## src/rtl/seg_scan_ctrl_if.sv

```systemverilog
// rtl/seg_scan_ctrl_if.sv - display value inputs and driver word output of seg_scan_ctrl
interface seg_scan_ctrl_if;
    logic [31:0] disp_data;
    logic [7:0]  dp_mask;
    logic [7:0]  dig_en;
    logic [15:0] data_out;
    logic        en;

    modport master (
        output disp_data, dp_mask, dig_en,
        input  data_out, en
    );

    modport slave (
        input  disp_data, dp_mask, dig_en,
        output data_out, en
    );
endinterface

```

## src/rtl/seg_scan_ctrl.sv

```systemverilog
// rtl/seg_scan_ctrl.sv - 8-digit hex 7-segment scanner producing strobed 595 words
module seg_scan_ctrl #(
    parameter int SCAN_DIV = 50000
) (
    input  logic           clk,
    input  logic           rst,
    seg_scan_ctrl_if.slave bus
);
    localparam logic [19:0] DIV_LAST = 20'(SCAN_DIV - 1);

    logic [19:0] div_cnt;
    logic [2:0]  idx;
    logic [31:0] sh_data;
    logic [7:0]  sh_dp;
    logic [7:0]  sh_en;

    logic        tick;
    logic        wrap;
    logic [2:0]  idx_nxt;
    logic [31:0] src_data;
    logic [7:0]  src_dp;
    logic [7:0]  src_en;
    logic [3:0]  nib;
    logic [7:0]  seg;
    logic [7:0]  sel;
    logic [15:0] word;

    function automatic logic [7:0] hex7(input logic [3:0] v);
        case (v)
            4'h0: hex7 = 8'hC0;
            4'h1: hex7 = 8'hF9;
            4'h2: hex7 = 8'hA4;
            4'h3: hex7 = 8'hB0;
            4'h4: hex7 = 8'h99;
            4'h5: hex7 = 8'h92;
            4'h6: hex7 = 8'h82;
            4'h7: hex7 = 8'hF8;
            4'h8: hex7 = 8'h80;
            4'h9: hex7 = 8'h90;
            4'hA: hex7 = 8'h88;
            4'hB: hex7 = 8'h83;
            4'hC: hex7 = 8'hC6;
            4'hD: hex7 = 8'hA1;
            4'hE: hex7 = 8'h86;
            default: hex7 = 8'h8E;
        endcase
    endfunction

    assign tick    = (div_cnt == DIV_LAST);
    assign wrap    = (idx == 3'd7);
    assign idx_nxt = idx + 3'd1;

    // On the wrap edge digit 0 must come from the values being captured, not the stale shadow
    always_comb begin
        src_data = sh_data;
        src_dp   = sh_dp;
        src_en   = sh_en;
        if (wrap) begin
            src_data = bus.disp_data;
            src_dp   = bus.dp_mask;
            src_en   = bus.dig_en;
        end
        nib  = src_data[{idx_nxt, 2'b00} +: 4];
        seg  = 8'hFF;
        if (src_en[idx_nxt])
            seg = hex7(nib) & ~{src_dp[idx_nxt], 7'b000_0000};
        sel  = ~(8'b0000_0001 << idx_nxt);
        word = {seg, sel};
    end

    always_ff @(posedge clk or negedge rst) begin
        if (!rst) begin
            div_cnt      <= '0;
            idx          <= 3'd7;
            sh_data      <= '0;
            sh_dp        <= '0;
            sh_en        <= '0;
            bus.data_out <= 16'hFFFF;
            bus.en       <= 1'b0;
        end else begin
            bus.en <= 1'b0;
            if (tick) begin
                div_cnt      <= '0;
                idx          <= idx_nxt;
                bus.data_out <= word;
                bus.en       <= 1'b1;
                if (wrap) begin
                    sh_data <= bus.disp_data;
                    sh_dp   <= bus.dp_mask;
                    sh_en   <= bus.dig_en;
                end
            end else begin
                div_cnt <= div_cnt + 20'd1;
            end
        end
    end
endmodule
```

## src/flat_wrapper.sv

```systemverilog
// flat-port wrapper written by rule: the top's interface ports become plain ports
module seg_scan_ctrl_flat 
#(
    parameter int SCAN_DIV = 50000
)
  (clk, rst, bus_disp_data, bus_dp_mask, bus_dig_en, bus_data_out, bus_en);
  seg_scan_ctrl_if bus_i ();
  input  logic clk;
  input  logic rst;
  input wire logic [$bits(bus_i.disp_data)-1:0] bus_disp_data;
  input wire logic [$bits(bus_i.dp_mask)-1:0] bus_dp_mask;
  input wire logic [$bits(bus_i.dig_en)-1:0] bus_dig_en;
  output wire logic [$bits(bus_i.data_out)-1:0] bus_data_out;
  output wire logic [$bits(bus_i.en)-1:0] bus_en;
  assign bus_i.disp_data = bus_disp_data;
  assign bus_i.dp_mask = bus_dp_mask;
  assign bus_i.dig_en = bus_dig_en;
  assign bus_data_out = bus_i.data_out;
  assign bus_en = bus_i.en;
  seg_scan_ctrl #(.SCAN_DIV(SCAN_DIV)) u_core (.clk(clk), .rst(rst), .bus(bus_i));
endmodule
```

## config.mk

```make
export PLATFORM = sky130hd
export DESIGN_NAME = seg_scan_ctrl_flat
export DESIGN_NICKNAME = d
export VERILOG_FILES = /design/src/rtl/seg_scan_ctrl_if.sv /design/src/rtl/seg_scan_ctrl.sv /design/src/flat_wrapper.sv
export SDC_FILE = /design/constraint.sdc
export NUM_CORES = 1
export LEC_CHECK = 0
export CORE_MARGIN = 2
export CORE_UTILIZATION = 40
export CTS_CLUSTER_SIZE = 10
export DETAILED_ROUTE_END_ITERATION = 8
export HOLD_SLACK_MARGIN = 0.06
export SYNTH_ARGS = -nofsm -noshare
export SYNTH_HDL_FRONTEND = slang
export SYNTH_SLANG_ARGS = --single-unit
```

## constraint.sdc

```tcl
create_clock -name clk -period 3.84 [get_ports clk]
set_input_delay 0.384 -clock clk [delete_from_list [all_inputs] [get_ports clk]]
set_output_delay 0.384 -clock clk [all_outputs]
set_load 0.05 [all_outputs]
```

==> run_results.csv, run 1 <==
group,metric,value,unit
min_path,hold_path.class,"in -> async",
power_and_ir_drop,pwr_density_cell,336,nW/µm²
power_and_ir_drop,seqPwrFrac,50.3,%
critical_path,arrival,3570,ps
global_route,first_global_vias,3209,
sta,tns,0,ps
critical_path,reg2reg_from,"u_core.idx[0]$_DFFE_PN1N_",
floorplan,start_util,40.7,%
critical_path,critPathMaxFanout,28,
synth,synthMuxAreaShare,29.5,%
drt,finalWirelength,9180,µm
synth,syn-mean-instance-area,13.3,µm²
synth,synthTopCellsByCount,"69 x dfrtp_1, 52 x mux2_2, 29 x nor2_1, 19 x dfstp_2, 19 x mux4_2",
synth,syn_area,4610,µm²
clock_tree,htreeDepth,3,
sta,worst_clock_skew,4.38,ps
power_and_ir_drop,clockPowerShare,41.7,%
synth,synth-compound-area-share,4.04,%
global_route,grt_pass1_wl,15800,µm
floorplan,core.rowCount,39,
layout,fin_area,5720,µm²
power_and_ir_drop,combPwrFrac,8.0,%
clock_tree,numCtsBuffers,9,
clock_tree,cts-root-buf,"clkbuf_16",
sta,maxSlewViolCount,0,
sta,fin_crit,3280,ps
synth,synthTopCellsByArea,"dfrtp_1 37%, mux2_2 13%, dfstp_2 11%, mux4_2 9.3%, ha_1 3.5%",
critical_path,critPathKind,"reg -> reg",
layout,finalCoreUtilization,50.5,%
placement,globalplace.congestion,0.861,
placement,portBuffers,66,
critical_path,crit_path_start,"u_core.idx[0]$_DFFE_PN1N_",
synth,yosysSeqAreaShare,48.3,%
synth,yosysMostFrequentCell,"dfrtp_1",
synth,yosys.area_share.simple,8.16,%
synth,synth_adder_area_share,3.53,%
floorplan,ios,67,
global_route,antenna_found_initial,0,
layout,nNetsFinal,480,
run,maxCapViolations,0,
critical_path,worstPathRequired,4120,ps
synth,yosysTopAreaCellShare,37.4,%
synth,yosys_warnings,0,
synth,synth_xor_area_share,3.42,%
sta,final.setup.worst_slack,559,ps
drt,dr.pass1.iters,4,
drt,via_count,2917,
floorplan,die_w,111,µm
synth,syn-num-nets,409,
synth,ys.flop_type,"dfrtp_1",
clock_tree,cts_tree,"done",
clock_tree,cts_hold_buf,0,
run_status,status,"complete, no violations",
clock_tree,clock-sinks,88,
clock_tree,clk_path_buf_depth,2,
synth,ys_seq_elements,88,
global_route,grt.overflow.total,0,
drt,via_per_inst,5.16,
layout,drive_gt1_share,30.1,%
sta,relSlewSlack,40.5,%
synth,synthDistinctLibCells,46,
drt,drtIter0Drc,78,
sta,worst_slew_pin_slew,893,ps
drt,final_antenna_net_count,0,
placement,post_dp_cell_area,5450,µm²
sta,period_share,85.4,%
sta,setup_violations,0,
drt,post_drt_wl_per_cell,16.2,µm
synth,synth_area_leader_cell,"dfrtp_1",
power_and_ir_drop,switching_share,22.0,%
power_and_ir_drop,p_leak,2.31,nW
sta,hold_viol_final,0,
global_route,grt_use_total,16.1,%
drt,drc_errors,0,
synth,synthArstFlopShare,100,%
placement,dp_slack,562,ps
clock_tree,clk_pin_slew_worst_paths,60,ps
layout,diodes,0,
sta,hold-worst-slack,172,ps
clock_tree,cts_setup_buffers,0,
synth,synth_top_family_by_area,"multiplexers",
critical_path,worstSetupStartpointType,"flop",
synth,synth_edf_count,0,
floorplan,die_h,111,µm
critical_path,endpoint_kind,"flop",
power_and_ir_drop,p_switching,0.000423,W
floorplan,dieArea,12400,µm²
power_and_ir_drop,ir_drop,0.000256,V
clock_tree,cts_resized,0,
power_and_ir_drop,internal-power,0.00150,W
layout,areaGrowthSynthToFinish,24.0,%
global_route,grt_max_degree,71,
clock_tree,clkLatencyLatePin,340,ps
sta,clock.fmax,305,MHz
critical_path,reg2reg_slack,560,ps
floorplan,core,11300,µm²
placement,dpl.hpwl,6660,µm
synth,postSynthCellCount,346,
sta,rsz0062_at_grt,"false",
## sequential cells by signal, summed over array words and instances, names as in the netlist
signal,flops
u_core.sh_data,32
u_core.div_cnt,20
u_core.bus.data_out,16
u_core.sh_dp,8
u_core.sh_en,8
u_core.idx,3
u_core.bus.en,1
## power groups by stage
| stage | clock network [W] | logic [W] | registers (W) |
|---|---|---|---|
| floorplan | 0 | 0.0000683 | 0.000978 |
| global placement | 0 | 0.000155 | 0.000982 |
| detailed placement | 0 | 0.000157 | 0.000982 |
| CTS | 0.000832 | 0.000158 | 0.000966 |
| global route | 0.000861 | 0.000171 | 0.000969 |
| finish | 0.000802 | 0.000154 | 0.000966 |
## stage by stage
step | std cells | total power [W]
floorplan | 346 | 0.00105
global placement | 549 | 0.00114
detailed placement | 549 | 0.00114
CTS | 565 | 0.00196
global route | 565 | 0.00200
finish | 565 | 0.00192
## critical path, cell delays in order, from the launching register on
cell and delay [ps]:
dfstp_2 730, inv_2 70, ha_1 350, buf_12 190, mux2i_1 130, mux4_2 510, mux2_2 340, inv_1 120
ha_1 210, nor2_1 80, o311ai_1 320, o21a_1 170
## final cells by class
cell class              count  area (µm²)
multi-input cells         230        2250
fillers                  1007        5600
clock buffers              10         239
clock inverters             6        35.0
well taps                 143         179
repair buffers             77         753
inverters                  11        41.3
flip-flops and latches     88        2230
## final timing paths
path | to | depth (start not counted)
setup / recovery | u_core.bus.data_out[14]$_DFFE_PN1N_ | 11
hold / removal | u_core.sh_data[14]$_DFFE_PN0N_ | 1
setup reg to reg | u_core.bus.data_out[14]$_DFFE_PN1N_ | 11
hold reg to reg | u_core.div_cnt[0]$_DFF_PN0_ | 1
max in group asynchronous | u_core.bus.data_out[9]$_DFFE_PN1N_ | 2
min in group clk | u_core.div_cnt[0]$_DFF_PN0_ | 1
## per-layer routing
metal	track usage (%)	vias up	share of wire (%)
met5	0	-	0
met4	5.68	0	1.6
met3	3.76	11	3.9
met2	25.8	66	47
met1	21.6	1435	47
li1	-	1405	-
## kinds of logic after synthesis
family,Yosys count
flip-flops,88
multiplexers,95
adder cells (fa/ha/maj),13
AO/OA/AOI/OAI,28
AND/OR/NAND/NOR,76
XOR/XNOR,18
buffers and inverters,28
## layout by cell type, fill, tap and decap left out, types with 8 or more instances in the layout
master	instances
mux2i_1	13
inv_1	8
ha_1	13
dfrtp_1	69
mux2_2	52
nand3_1	10
dfstp_2	19
clkbuf_16	9
nor2_1	29
xnor2_1	10
buf_4	11
mux4_2	19
a31oi_1	9
clkdlybuf4s50_1	65
nand2_1	15
xor2_1	8
Note: power is estimated with default switching activity, not from simulation.
==> run 2, diff against run 1 <==
PLACE_DENSITY_LB_ADDON = 0.15   (was default)
==> run_results.csv, run 2 (same netlist as run 1, synthesis figures left out) <==
group,metric,value,unit
global_route,busiest_layer,"met2",
drt,via_count,2958,
drt,dr.pass1.iters,4,
layout,seqCellArea,2230,µm²
critical_path,critPathKind,"reg -> reg",
power_and_ir_drop,p_leak,2.31,nW
critical_path,crit_chain,"buf_4, ha_1, ha_1, buf_4, mux4_1, mux2_2, mux2i_4, nor2_1, o311ai_1, o21a_1",
placement,post_dp_cell_area,5430,µm²
floorplan,start_util,40.7,%
critical_path,reg2reg_from,"u_core.idx[0]$_DFFE_PN1N_",
drt,via_per_inst,5.24,
clock_tree,clkLatencyLatePin,340,ps
clock_tree,htreeDepth,3,
sta,rsz0062_at_grt,"false",
global_route,gr-usage-met3,3.48,%
clock_tree,cts_setup_buffers,0,
drt,post_drt_wl_per_cell,16.3,µm
critical_path,crit_path_top_delay_cell,"mux4_1",
global_route,grt_use_met2,25.7,%
clock_tree,clock-sinks,88,
min_path,hold_path.class,"in -> async",
critical_path,reg2reg_slack,600,ps
layout,largest_reg_flops,32,
floorplan,ios,67,
run_status,status,"complete, no violations",
layout,multi_input_area,2250,µm²
floorplan,die_h,111,µm
clock_tree,cts_resized,0,
critical_path,critPathMaxFanout,21,
clock_tree,numCtsBuffers,9,
clock_tree,cts_hold_buf,0,
critical_path,critical_path_buf_inv_count,2,
layout,layoutNonFillerInstCount,564,
clock_tree,cts-root-buf,"clkbuf_16",
global_route,antenna_found_initial,0,
layout,nNetsFinal,479,
placement,placed_cells,548,
sta,tns,0,ps
critical_path,arrival,3520,ps
global_route,grt.overflow.total,0,
layout,diodes,0,
layout,drive_gt1_share,29.9,%
critical_path,worst_r2r_path_depth,10,
sta,fin_crit,3240,ps
sta,maxSlewViolCount,0,
power_and_ir_drop,pwr_density_cell,350,nW/µm²
layout,areaGrowthSynthToFinish,24.3,%
critical_path,cpLargestDelayFamily,"multiplexers",
critical_path,rr_endpoint,"u_core.bus.data_out[13]$_DFFE_PN1N_",
critical_path,worstPathRequired,4120,ps
sta,worst_slew_pin_slew,886,ps
sta,hold_viol_final,0,
placement,portBuffers,66,
global_route,grt_pass1_wl,15400,µm
critical_path,endpoint_kind,"flop",
layout,fillerInstances,1016,
sta,relSlewSlack,40.9,%
sta,clock.fmax,309,MHz
global_route,grt_use_total,15.7,%
run,maxCapViolations,0,
sta,period_share,84.4,%
global_route,first_global_vias,3087,
placement,globalplace.congestion,0.790,
global_route,met1_usage,20.7,%
drt,drc_errors,0,
layout,max_flop_register,"u_core.sh_data",
global_route,grt_max_degree,69,
clock_tree,cts_tree,"done",
power_and_ir_drop,finalPower,0.00201,W
layout,final_cell_mix,"69 x dfrtp_1, 65 x clkdlybuf4s50_1, 52 x mux2_2",
floorplan,die_w,111,µm
power_and_ir_drop,ir_drop,0.000324,V
sta,hold-worst-slack,134,ps
layout,top_regs,"u_core.sh_data: 32 flops, u_core.div_cnt: 20 flops, u_core.bus.data_out: 16 flops",
floorplan,core,11300,µm²
layout,final_common_cell,"dfrtp_1",
critical_path,cpPeakStageDelay,590,ps
placement,dpl.hpwl,6640,µm
layout,fin_area,5730,µm²
floorplan,core.rowCount,39,
critical_path,crit_path_start,"u_core.idx[0]$_DFFE_PN1N_",
clock_tree,clk_path_buf_depth,2,
clock_tree,clk_pin_slew_worst_paths,70,ps
sta,setup_violations,0,
drt,finalWirelength,9200,µm
drt,drtIter0Drc,81,
critical_path,worstSetupStartpointType,"flop",
floorplan,dieArea,12400,µm²
drt,final_antenna_net_count,0,
sta,worst_clock_skew,8.95,ps
==> run 2: changes by cell type in the layout (fill, tap and decap cells not counted), sizes merged <==
| cell | before | now |
|---|---|---|
| clkinvlp | 2 | 4 |
| bufinv | 0 | 1 |
| clkinv | 5 | 2 |
| buf | 12 | 11 |
==> run 2: worst reg2reg max path, delay by kind of cell (launching register included) <==
family | cells | cell delay (ps)
fa+ha+maj | 2 | 300
simple gates | 1 | 100
buf+inv | 2 | 530
mux | 3 | 1190
flops | 1 | 550
compound gates | 2 | 510
==> run 2: area by class of cell <==
class | instances | share of cell area, %
multi-input combinational | 230 | 39.2
timing repair buffer | 76 | 12.8
tap | 143 | 3.12
sequential | 88 | 38.8
inverter | 11 | 0.720
clock buffer | 10 | 4.17
clock inverter | 6 | 1.20
==> run 2: per-stage QoR <==
step | utilization [%] | setup slack [ps]
floorplan | - | 452
global placement | 47.9 | 604
detailed placement | 47.9 | 566
CTS | 50.7 | 554
global route | 50.7 | 348
finish | 50.7 | 600
==> run 2: worst max-delay path by stage <==
| stage | end | slack, ps | cells after the start |
|---|---|---|---|
| 4_1_cts | u_core.bus.data_out[13]$_DFFE_PN1N_ | 550 | 10 |
| 3_3_place_gp | u_core.bus.data_out[13]$_DFFE_PN1N_ | 600 | 10 |
| 5_1_grt | u_core.bus.data_out[13]$_DFFE_PN1N_ | 350 | 10 |
| 3_5_place_dp | u_core.bus.data_out[13]$_DFFE_PN1N_ | 570 | 10 |
| 6_report | u_core.bus.data_out[13]$_DFFE_PN1N_ | 600 | 10 |
| 2_1_floorplan | u_core.bus.data_out[10]$_DFFE_PN1N_ | 450 | 14 |
==> run 2: power breakdown <==
group          internal (W)  switching, W
registers          0.000954     0.0000111
clock network      0.000522      0.000364
logic             0.0000940     0.0000610
total               0.00157      0.000436
==> run 2: metal layers <==
metal | up-vias | wire (µm)
li1 | 1412 | -
met5 | - | 0
met4 | 0 | 145
met2 | 53 | 4440
met1 | 1483 | 4270
met3 | 10 | 337
==> run 3, diff against run 2 <==
clock period = 2.8 ns   (was 3.84 ns; I/O delays follow)
==> run_results.csv, run 3 (same netlist as run 1, synthesis figures left out) <==
group,metric,value,unit
sta,clock.fmax,350,MHz
sta,hold_viol_final,0,
run,maxCapViolations,0,
floorplan,start_util,40.7,%
sta,worst_clock_skew,7.58,ps
clock_tree,clkLatencyLatePin,330,ps
power_and_ir_drop,p_leak,2.47,nW
critical_path,critPathKind,"reg -> reg",
critical_path,worstPathRequired,3060,ps
sta,hold-worst-slack,124,ps
floorplan,dieArea,12400,µm²
global_route,grt_use_met2,25.0,%
clock_tree,htreeDepth,3,
sta,fin_crit,2850,ps
global_route,grt_pass1_wl,15500,µm
placement,dpl.hpwl,6590,µm
layout,fillerInstances,977,
floorplan,die_w,111,µm
sta,final.setup.worst_slack,-53.9,ps
drt,drc_errors,0,
clock_tree,numCtsBuffers,9,
sta,setup_violations,6,
global_route,antenna_found_initial,0,
layout,diodes,0,
drt,via_per_inst,5.19,
global_route,grt.overflow.total,0,
layout,top_regs,"u_core.sh_data: 32 flops, u_core.div_cnt: 20 flops, u_core.bus.data_out: 16 flops",
drt,via_count,3063,
global_route,met1_usage,21.4,%
clock_tree,cts-root-buf,"clkbuf_16",
power_and_ir_drop,seqPwrFrac,48.1,%
critical_path,critPathMaxFanout,6,
drt,dr.pass1.iters,4,
layout,final_common_cell,"dfrtp_1",
floorplan,core,11300,µm²
global_route,gr-usage-met3,3.70,%
clock_tree,cts_tree,"done",
layout,fin_area,6120,µm²
floorplan,die_h,111,µm
clock_tree,clk_pin_slew_worst_paths,70,ps
sta,maxSlewViolCount,0,
layout,areaGrowthSynthToFinish,32.7,%
critical_path,endpoint_kind,"flop",
power_and_ir_drop,ir_drop,0.000256,V
critical_path,reg2reg_slack,-50,ps
placement,globalplace.congestion,0.816,
run_status,violations,"setup timing",
power_and_ir_drop,combPwrFrac,8.7,%
drt,final_antenna_net_count,0,
min_path,hold_path.class,"in -> async",
power_and_ir_drop,switching_share,21.9,%
global_route,grt_use_total,15.6,%
global_route,busiest_layer,"met2",
clock_tree,cts_hold_buf,0,
global_route,first_global_vias,3175,
sta,relSlewSlack,30.7,%
layout,final_cell_mix,"69 x dfrtp_1, 65 x clkdlybuf4s50_1, 50 x mux2_2",
floorplan,ios,67,
sta,worst_slew_pin_slew,1040,ps
layout,nNetsFinal,505,
layout,drive_gt1_share,37.8,%
drt,post_drt_wl_per_cell,15.8,µm
power_and_ir_drop,pwr_density_cell,450,nW/µm²
power_and_ir_drop,internal-power,0.00215,W
layout,max_flop_register,"u_core.sh_data",
run_status,status,"finished with violations",
global_route,grt_max_degree,82,
critical_path,worst_r2r_path_depth,9,
clock_tree,clk_path_buf_depth,2,
power_and_ir_drop,p_switching,0.000603,W
placement,post_dp_cell_area,5650,µm²
sta,period_share,102,%
placement,dp_slack,-68.1,ps
critical_path,worstSetupStartpointType,"flop",
clock_tree,clock-sinks,88,
layout,largest_reg_flops,32,
floorplan,core.rowCount,39,
drt,drtIter0Drc,102,
power_and_ir_drop,clockPowerShare,43.3,%
sta,rsz0062_at_grt,"true",
placement,portBuffers,66,
drt,finalWirelength,9300,µm
critical_path,arrival,3110,ps
==> run 3: worst max-delay path, stage by stage, from the launching register on <==
cell and delay (ps):
dfstp_2 570, buf_12 120, inv_8 30, ha_4 320
buf_6 130, mux4_2 490, mux4_2 600, buf_4 190
a32o_1 220, a21oi_1 130
==> run 3: worst paths after layout <==
kind	from	endpoint
max in group asynchronous	rst	u_core.bus.data_out[4]$_DFFE_PN1N_
worst max-delay path	u_core.idx[0]$_DFFE_PN1N_	u_core.bus.data_out[8]$_DFFE_PN1N_
min in group clk	u_core.div_cnt[0]$_DFF_PN0_	u_core.div_cnt[0]$_DFF_PN0_
worst min-delay path	rst	u_core.div_cnt[12]$_DFF_PN0_
worst min register to register	u_core.div_cnt[0]$_DFF_PN0_	u_core.div_cnt[0]$_DFF_PN0_
worst max register to register	u_core.idx[0]$_DFFE_PN1N_	u_core.bus.data_out[8]$_DFFE_PN1N_
==> run 3: power groups by stage <==
stage	sequential [W]	clock, W	combinational, W
detailed placement	0.00135	0	0.000230
CTS	0.00132	0.00122	0.000235
floorplan	0.00134	0	0.0000984
global route	0.00133	0.00127	0.000262
finish	0.00132	0.00119	0.000239
global placement	0.00134	0	0.000226
==> run 3: metrics by stage <==
stage          power (W)  TNS, ps  instances  utilization, %
6_report         0.00275     -235        590            54.1
5_1_grt          0.00286     -902        590            54.1
4_1_cts          0.00278     -185        586            53.0
3_5_place_dp     0.00158     -292        566            49.9
3_3_place_gp     0.00157    -86.4        566            49.9
2_1_floorplan    0.00144     -360        346               -
==> run 3: area by class of cell <==
class | count | area [µm²] | area share (%)
multi-input cells | 230 | 2360 | 38.5
repair buffers | 102 | 1010 | 16.6
inverters | 11 | 53.8 | 0.879
flip-flops and latches | 88 | 2230 | 36.4
well taps | 143 | 179 | 2.92
clock buffers | 12 | 236 | 3.86
clock inverters | 4 | 55.1 | 0.899
==> run 3: per-layer routing <==
metal | wire length, µm | part of all wire [%]
met1 | 4490 | 48
met2 | 4380 | 47
met3 | 350 | 3.8
met4 | 80 | 0.86
met5 | 0 | 0
==> run 3: timing repair <==
action,in CTS,in global routing
endpoints found under the setup margin,7,7
pin swaps,0,5
endpoints found under the hold margin,0,0
setup buffers,4,3
gates resized for setup,10,14
gates cloned,0,1
